$ cat src/rtl/bsg_manycore_local_mux_pkg.sv
// Shared constants and helpers for the manycore local-port mux.
package bsg_manycore_local_mux_pkg;

  // Largest supported number of local endpoints.
  localparam int max_ep_gp = 8;

  // Width of the optional per-endpoint statistics counters.
  localparam int stats_width_gp = 16;

  // Ceiling log2 that never returns zero, so single-entry fields remain one bit wide.
  function automatic int safe_clog2(input int n);
    return (n <= 1) ? 1 : $clog2(n);
  endfunction

endpackage

$ cat src/rtl/bsg_fifo_1r1w_small.sv
// Small one-read one-write FIFO.
// ready_o depends only on the stored occupancy, never on yumi_i.
// The head entry is presented combinationally on data_o.
module bsg_fifo_1r1w_small #(
  parameter int width_p = 8,
  parameter int els_p   = 2
) (
  input  logic               clk_i,
  input  logic               reset_i,
  input  logic               v_i,
  output logic               ready_o,
  input  logic [width_p-1:0] data_i,
  output logic               v_o,
  output logic [width_p-1:0] data_o,
  input  logic               yumi_i
);

  localparam int ptr_width_lp = (els_p <= 2) ? 1 : $clog2(els_p);
  localparam int cnt_width_lp = $clog2(els_p + 1);
  localparam logic [ptr_width_lp-1:0] last_ptr_lp = ptr_width_lp'(els_p - 1);
  localparam logic [cnt_width_lp-1:0] full_cnt_lp = cnt_width_lp'(els_p);

  logic [width_p-1:0]      mem_reg [els_p];
  logic [ptr_width_lp-1:0] wr_ptr_reg, wr_ptr_next;
  logic [ptr_width_lp-1:0] rd_ptr_reg, rd_ptr_next;
  logic [cnt_width_lp-1:0] count_reg, count_next;
  logic                    enq, deq;

  assign ready_o = (count_reg != full_cnt_lp);
  assign v_o     = (count_reg != '0);
  assign data_o  = mem_reg[rd_ptr_reg];
  assign enq     = v_i & ready_o;
  assign deq     = yumi_i & v_o;

  // Pointer wrap and occupancy update.
  always_comb begin
    wr_ptr_next = wr_ptr_reg;
    rd_ptr_next = rd_ptr_reg;
    count_next  = count_reg;
    if (enq) wr_ptr_next = (wr_ptr_reg == last_ptr_lp) ? '0 : wr_ptr_reg + 1'b1;
    if (deq) rd_ptr_next = (rd_ptr_reg == last_ptr_lp) ? '0 : rd_ptr_reg + 1'b1;
    if (enq && !deq) count_next = count_reg + 1'b1;
    else if (!enq && deq) count_next = count_reg - 1'b1;
  end

  // Storage write; contents need no reset because occupancy gates visibility.
  always_ff @(posedge clk_i) begin
    if (enq) mem_reg[wr_ptr_reg] <= data_i;
  end

  // Pointer and occupancy registers.
  always_ff @(posedge clk_i) begin
    if (reset_i) begin
      wr_ptr_reg <= '0;
      rd_ptr_reg <= '0;
      count_reg  <= '0;
    end else begin
      wr_ptr_reg <= wr_ptr_next;
      rd_ptr_reg <= rd_ptr_next;
      count_reg  <= count_next;
    end
  end

endmodule

$ cat src/rtl/bsg_manycore_local_mux_rr_arb.sv
// Round-robin arbiter with a one-hot grant.
// The pointer names the highest-priority requester.
// After a grant to k, the pointer moves to the slot after k.
module bsg_manycore_local_mux_rr_arb
  import bsg_manycore_local_mux_pkg::*;
#(
  parameter int num_ep_p = 2
) (
  input  logic                clk_i,
  input  logic                reset_n_i,
  input  logic                en_i,
  input  logic [num_ep_p-1:0] req_i,
  output logic [num_ep_p-1:0] grant_o
);

  localparam int ptr_width_lp = safe_clog2(num_ep_p);

  logic [ptr_width_lp-1:0] ptr_reg, ptr_next;
  logic                    found;
  int                      idx;

  // Scan requesters starting at the pointer and grant the first one found.
  always_comb begin
    grant_o  = '0;
    ptr_next = ptr_reg;
    found    = 1'b0;
    idx      = 0;
    if (en_i) begin
      for (int off = 0; off < num_ep_p; off++) begin
        idx = int'(ptr_reg) + off;
        if (idx >= num_ep_p) idx = idx - num_ep_p;
        if (!found && req_i[idx]) begin
          found        = 1'b1;
          grant_o[idx] = 1'b1;
          ptr_next     = (idx + 1 == num_ep_p) ? '0 : ptr_width_lp'(idx + 1);
        end
      end
    end
  end

  // Priority pointer register.
  always_ff @(posedge clk_i) begin
    if (!reset_n_i) ptr_reg <= '0;
    else            ptr_reg <= ptr_next;
  end

endmodule

$ cat src/rtl/bsg_manycore_local_port_mux.sv
// Local-port adapter between one router processor port and num_ep_p endpoints.
// Egress: round-robin into a single output register.
// Ingress: demultiplexed by the select field into per-endpoint FIFOs.
// Define BSG_MANYCORE_LOCAL_MUX_STATS_EN to add saturating per-endpoint tx/rx counters.
module bsg_manycore_local_port_mux
  import bsg_manycore_local_mux_pkg::*;
#(
  parameter int packet_width_p  = 32,
  parameter int num_ep_p        = 2,
  parameter int fifo_els_p      = 2,
  parameter int ep_sel_offset_p = 0,
  parameter int ep_sel_width_lp = safe_clog2(num_ep_p)
) (
  input  logic                                     clk_i,
  input  logic                                     reset_n_i,
  input  logic                                     rtr_v_i,
  input  logic [packet_width_p-1:0]                rtr_data_i,
  output logic                                     rtr_ready_o,
  output logic                                     rtr_v_o,
  output logic [packet_width_p-1:0]                rtr_data_o,
  input  logic                                     rtr_ready_i,
  input  logic [num_ep_p-1:0]                      ep_v_i,
  input  logic [num_ep_p-1:0][packet_width_p-1:0]  ep_data_i,
  output logic [num_ep_p-1:0]                      ep_ready_o,
  output logic [num_ep_p-1:0]                      ep_v_o,
  output logic [num_ep_p-1:0][packet_width_p-1:0]  ep_data_o,
  input  logic [num_ep_p-1:0]                      ep_yumi_i,
`ifdef BSG_MANYCORE_LOCAL_MUX_STATS_EN
  output logic [num_ep_p-1:0][stats_width_gp-1:0]  ep_tx_count_o,
  output logic [num_ep_p-1:0][stats_width_gp-1:0]  ep_rx_count_o,
`endif
  output logic                                     err_o
);

  // ---------------- Egress ----------------
  logic                      out_v_reg;
  logic [packet_width_p-1:0] out_data_reg;
  logic [packet_width_p-1:0] grant_data;
  logic                      load_ok;

  assign load_ok    = !out_v_reg || rtr_ready_i;
  assign rtr_v_o    = out_v_reg;
  assign rtr_data_o = out_data_reg;

  bsg_manycore_local_mux_rr_arb #(.num_ep_p(num_ep_p)) arb (
    .clk_i     (clk_i),
    .reset_n_i (reset_n_i),
    .en_i      (load_ok),
    .req_i     (ep_v_i),
    .grant_o   (ep_ready_o)
  );

  // One-hot grant selects the packet loaded into the output register.
  always_comb begin
    grant_data = '0;
    for (int i = 0; i < num_ep_p; i++) begin
      if (ep_ready_o[i]) grant_data = grant_data | ep_data_i[i];
    end
  end

  // Output register: load on grant, otherwise drain when the router accepts.
  always_ff @(posedge clk_i) begin
    if (!reset_n_i) begin
      out_v_reg    <= 1'b0;
      out_data_reg <= '0;
    end else if (|ep_ready_o) begin
      out_v_reg    <= 1'b1;
      out_data_reg <= grant_data;
    end else if (rtr_ready_i) begin
      out_v_reg    <= 1'b0;
    end
  end

  // ---------------- Ingress ----------------
  logic [num_ep_p-1:0] fifo_ready;
  logic [num_ep_p-1:0] enq_v;
  logic                sel_hit;
  logic                sel_ready;
  logic                fifo_reset;
  logic                err_reg;

  assign fifo_reset  = ~reset_n_i;
  assign rtr_ready_o = sel_hit ? sel_ready : 1'b1;
  assign err_o       = err_reg;

  if (num_ep_p == 1) begin : g_single
    assign sel_hit   = 1'b1;
    assign sel_ready = fifo_ready[0];
    assign enq_v[0]  = rtr_v_i & fifo_ready[0];
  end else begin : g_multi
    localparam logic [ep_sel_width_lp:0] num_ep_lp = (ep_sel_width_lp + 1)'(num_ep_p);
    logic [ep_sel_width_lp-1:0] sel;
    assign sel       = rtr_data_i[ep_sel_offset_p +: ep_sel_width_lp];
    assign sel_hit   = ({1'b0, sel} < num_ep_lp);
    assign sel_ready = sel_hit ? fifo_ready[sel] : 1'b0;
    for (genvar gi = 0; gi < num_ep_p; gi++) begin : g_dec
      assign enq_v[gi] = rtr_v_i & sel_hit & (sel == ep_sel_width_lp'(gi)) & fifo_ready[gi];
    end
  end

  for (genvar gi = 0; gi < num_ep_p; gi++) begin : g_fifo
    bsg_fifo_1r1w_small #(.width_p(packet_width_p), .els_p(fifo_els_p)) fifo (
      .clk_i   (clk_i),
      .reset_i (fifo_reset),
      .v_i     (enq_v[gi]),
      .ready_o (fifo_ready[gi]),
      .data_i  (rtr_data_i),
      .v_o     (ep_v_o[gi]),
      .data_o  (ep_data_o[gi]),
      .yumi_i  (ep_yumi_i[gi])
    );
  end

  // Sticky flag for packets whose select names no endpoint; they are accepted and dropped.
  always_ff @(posedge clk_i) begin
    if (!reset_n_i) err_reg <= 1'b0;
    else if (rtr_v_i && !sel_hit) err_reg <= 1'b1;
  end

`ifdef BSG_MANYCORE_LOCAL_MUX_STATS_EN
  // ---------------- Statistics ----------------
  for (genvar gi = 0; gi < num_ep_p; gi++) begin : g_stats
    logic [stats_width_gp-1:0] tx_cnt_reg, rx_cnt_reg;
    assign ep_tx_count_o[gi] = tx_cnt_reg;
    assign ep_rx_count_o[gi] = rx_cnt_reg;
    // Saturating grant and enqueue counters.
    always_ff @(posedge clk_i) begin
      if (!reset_n_i) begin
        tx_cnt_reg <= '0;
        rx_cnt_reg <= '0;
      end else begin
        if (ep_ready_o[gi] && tx_cnt_reg != '1) tx_cnt_reg <= tx_cnt_reg + 1'b1;
        if (enq_v[gi]      && rx_cnt_reg != '1) rx_cnt_reg <= rx_cnt_reg + 1'b1;
      end
    end
  end
`endif

endmodule

$ cat config.mk
export PLATFORM = sky130hd
export DESIGN_NAME = bsg_manycore_local_port_mux
export DESIGN_NICKNAME = d
export VERILOG_FILES = /design/src/rtl/bsg_manycore_local_mux_pkg.sv /design/src/rtl/bsg_fifo_1r1w_small.sv /design/src/rtl/bsg_manycore_local_mux_rr_arb.sv /design/src/rtl/bsg_manycore_local_port_mux.sv
export SDC_FILE = /design/constraint.sdc
export NUM_CORES = 1
export LEC_CHECK = 0
export BUFFER_PORTS_ARGS = -buffer_cell sky130_fd_sc_hd__buf_2
export CORE_UTILIZATION = 43
export DETAILED_ROUTE_END_ITERATION = 8
export GPL_TIMING_DRIVEN = 0
export PLACE_DENSITY = 0.69
export SYNTH_ARGS = -nofsm -noshare
export SYNTH_HDL_FRONTEND = slang
export SYNTH_SLANG_ARGS = --single-unit
$ cat constraint.sdc
create_clock -name clk_i -period 4.5 [get_ports clk_i]
set_input_delay 0.9 -clock clk_i [delete_from_list [all_inputs] [get_ports clk_i]]
set_output_delay 0.9 -clock clk_i [all_outputs]
set_load 0.01 [all_outputs]
==> metrics.cfg <==
[run_status]
outcome=complete, no violations

[clocking]
clk_pin_slew_ns=0.06
h-tree-depth=4
cts_sinks=172
post_cts_buffers=0
cts_buffers=17
cts_hold_buf=0
cts-root-buf=clkbuf_16
clock_latency_ns=0.43
clock_path_buffers=2
cts_resized=0
cts_tree=done

[drt]
via_per_inst=5.39
postRouteWirelength_um=16400
vias=4889
drc=0
drt-pass1-iter-count=5
wl_per_cell_um=18.1
ant_nets=0
drtIter0Drc=280

[floorplan]
ioPinCount=207
core_area_um2=15300
die_area_um2=16300
rows=45
initial_core_util_pct=44.5
die_h_um=128
die_w_um=128

[placed_design]
dp.cells=877
numPortBuffers=203
placed_area_um2=8090
finalWeightedCongestion=0.856
dp_hpwl_um=11400

[timing]
tns_ns=0
rsz0062_at_grt=no
drv_slew=0
period_share_pct=61.8
hold_viol_final=0
min_period_ns=2.78
setup_viol=0
worst_pin_slew_ns=0.895
fmax_ghz=0.360
fin_skew_ns=0.00944
max_slew_margin_pct=40.3

[power]
switching_power_w=0.00118
power.ir.vdd_worst_uv=261
power_leakage_nw=3.36
power_density_nw_per_um2=510
p_seq_share_pct=43.2
netSwitchingFraction_pct=26.7
internal-power_w=0.00325
pwr-share-comb_pct=23.1
power.share.clock_pct=33.8

[worst_hold_path]
hp-class=reg -> reg
hold_start=g_fifo[1].fifo.wr_ptr_reg

[global_route]
grt_pass1_wl_um=25400
gr-total-overflow=0
grt_pass1_vias=4940
grt_max_degree=33
antenna_found_initial=0
grt.total_usage_pct=20.9

[worst_setup_path]
crit_path_start_kind=flip-flop
worst-endpoint-arrival_ns=1.88
end_kind=output pin
crit_fanout=10
crit_type=reg -> out
critical_path_required_ns=3.60
r2r_start=g_fifo[1].fifo.count_reg[0]

[finish]
area_growth_syn_to_layout_pct=27.7
layout_common_cells=buf_2 (223), edfxtp_1 (128), nand4_1 (64)
antenna_cells=0
fillers=1312
final_cells=907
nets=791
largest_reg_flops=128
utilization_pct=56.8
drive_gt1_share_pct=48.0
final_common_cell=buf_2
design_area_um2=8690

[synth]
yosysUniqueCellTypes=35
syn_nets=569
syn_avg_cell_area_um2=14.7
synth_warnings=0
synth_area_um2=6810
seq_area_frac_synth_pct=69.4
postSynthCellCount=463
synth.ff_latch_count=172

[run]
max_cap_viol_count=0

-- power by group through the flow --
stage / registers [W] / logic [W] / clock network [W]
6_report: 0.00191 / 0.00102 / 0.00150
5_1_grt: 0.00193 / 0.00111 / 0.00159
3_5_place_dp: 0.00195 / 0.00103 / 0
3_3_place_gp: 0.00194 / 0.00102 / 0
4_1_cts: 0.00191 / 0.00104 / 0.00153
2_1_floorplan: 0.00194 / 0.000630 / 0
-- layer usage --
metal | global-route usage [%] | share of wire [%] | vias to the layer above
met1 | 23.5 | 39 | 2337
met3 | 7.01 | 10 | 28
met4 | 9.27 | 2.3 | 0
met2 | 36.0 | 49 | 274
met5 | 0 | 0 | -
li1 | - | - | 2250
-- synth_stat cells, drive strengths merged --
cell / n / share of area (%)
clkinv: 1 / 0.055
edfxtp: 128 / 56
inv: 3 / 0.17
and2: 2 / 0.18
and3: 3 / 0.28
a21oi: 6 / 0.44
conb: 1 / 0.055
and2b: 1 / 0.11
clkbuf: 12 / 0.74
mux2: 64 / 11
xor2: 6 / 0.77
a21o: 1 / 0.11
nand2b: 3 / 0.39
dfxtp: 44 / 13
buf: 32 / 3.1
nor2b: 2 / 0.18
or2: 2 / 0.18
ha: 2 / 0.37
a31oi: 32 / 2.9
o21ai: 37 / 2.7
nor2: 8 / 0.55
nand3: 1 / 0.073
a311oi: 1 / 0.22
o21a: 1 / 0.11
nand4: 64 / 5.9
nand2: 3 / 0.17
or3: 3 / 0.28
-- final cells by class --
type | instances | area (um^2) | share of cell area (%)
clock buffers | 20 | 437 | 5.02
plain buffers | 44 | 259 | 2.98
multi-input cells | 243 | 1810 | 20.9
clock inverters | 10 | 166 | 1.91
flip-flops and latches | 172 | 4720 | 54.3
inverters | 4 | 15.0 | 0.173
repair buffers | 203 | 1020 | 11.7
well taps | 211 | 264 | 3.04
-- stage by stage --
stage          hold slack (ns)  worst slack (ns)  total power, W
2_1_floorplan            0.458              2.01         0.00257
3_3_place_gp             0.471              1.40         0.00296
3_5_place_dp             0.481              1.76         0.00298
4_1_cts                  0.493              1.68         0.00448
5_1_grt                  0.520              1.62         0.00464
6_report                 0.492              1.72         0.00443
-- critical path, cell delays in order, from the launching register on --
cell      delay, ns
dfxtp_1        0.30
clkbuf_1       0.25
buf_2          0.37
mux2_2         0.39
buf_2          0.15
-- path summary, 6_finish.rpt --
path                            cells past startpoint                            end  slack, ns
worst max-delay path                                4                  ep_data_o[24]       1.72
worst min-delay path                                2      g_fifo[1].fifo.wr_ptr_reg       0.49
worst max register to register                      3  g_fifo[1].fifo.mem_reg[0][23]       2.59
worst min register to register                      2      g_fifo[1].fifo.wr_ptr_reg       0.49
-- cell families after synthesis --
family | synth area share, %
compound gates | 6.54
simple gates | 8.27
mux | 10.6
xor+xnor | 0.772
other cells | 0.0551
flops | 69.4
fa+ha+maj | 0.367
buf+inv | 4.02
Note: power is estimated with default switching activity, not from simulation.
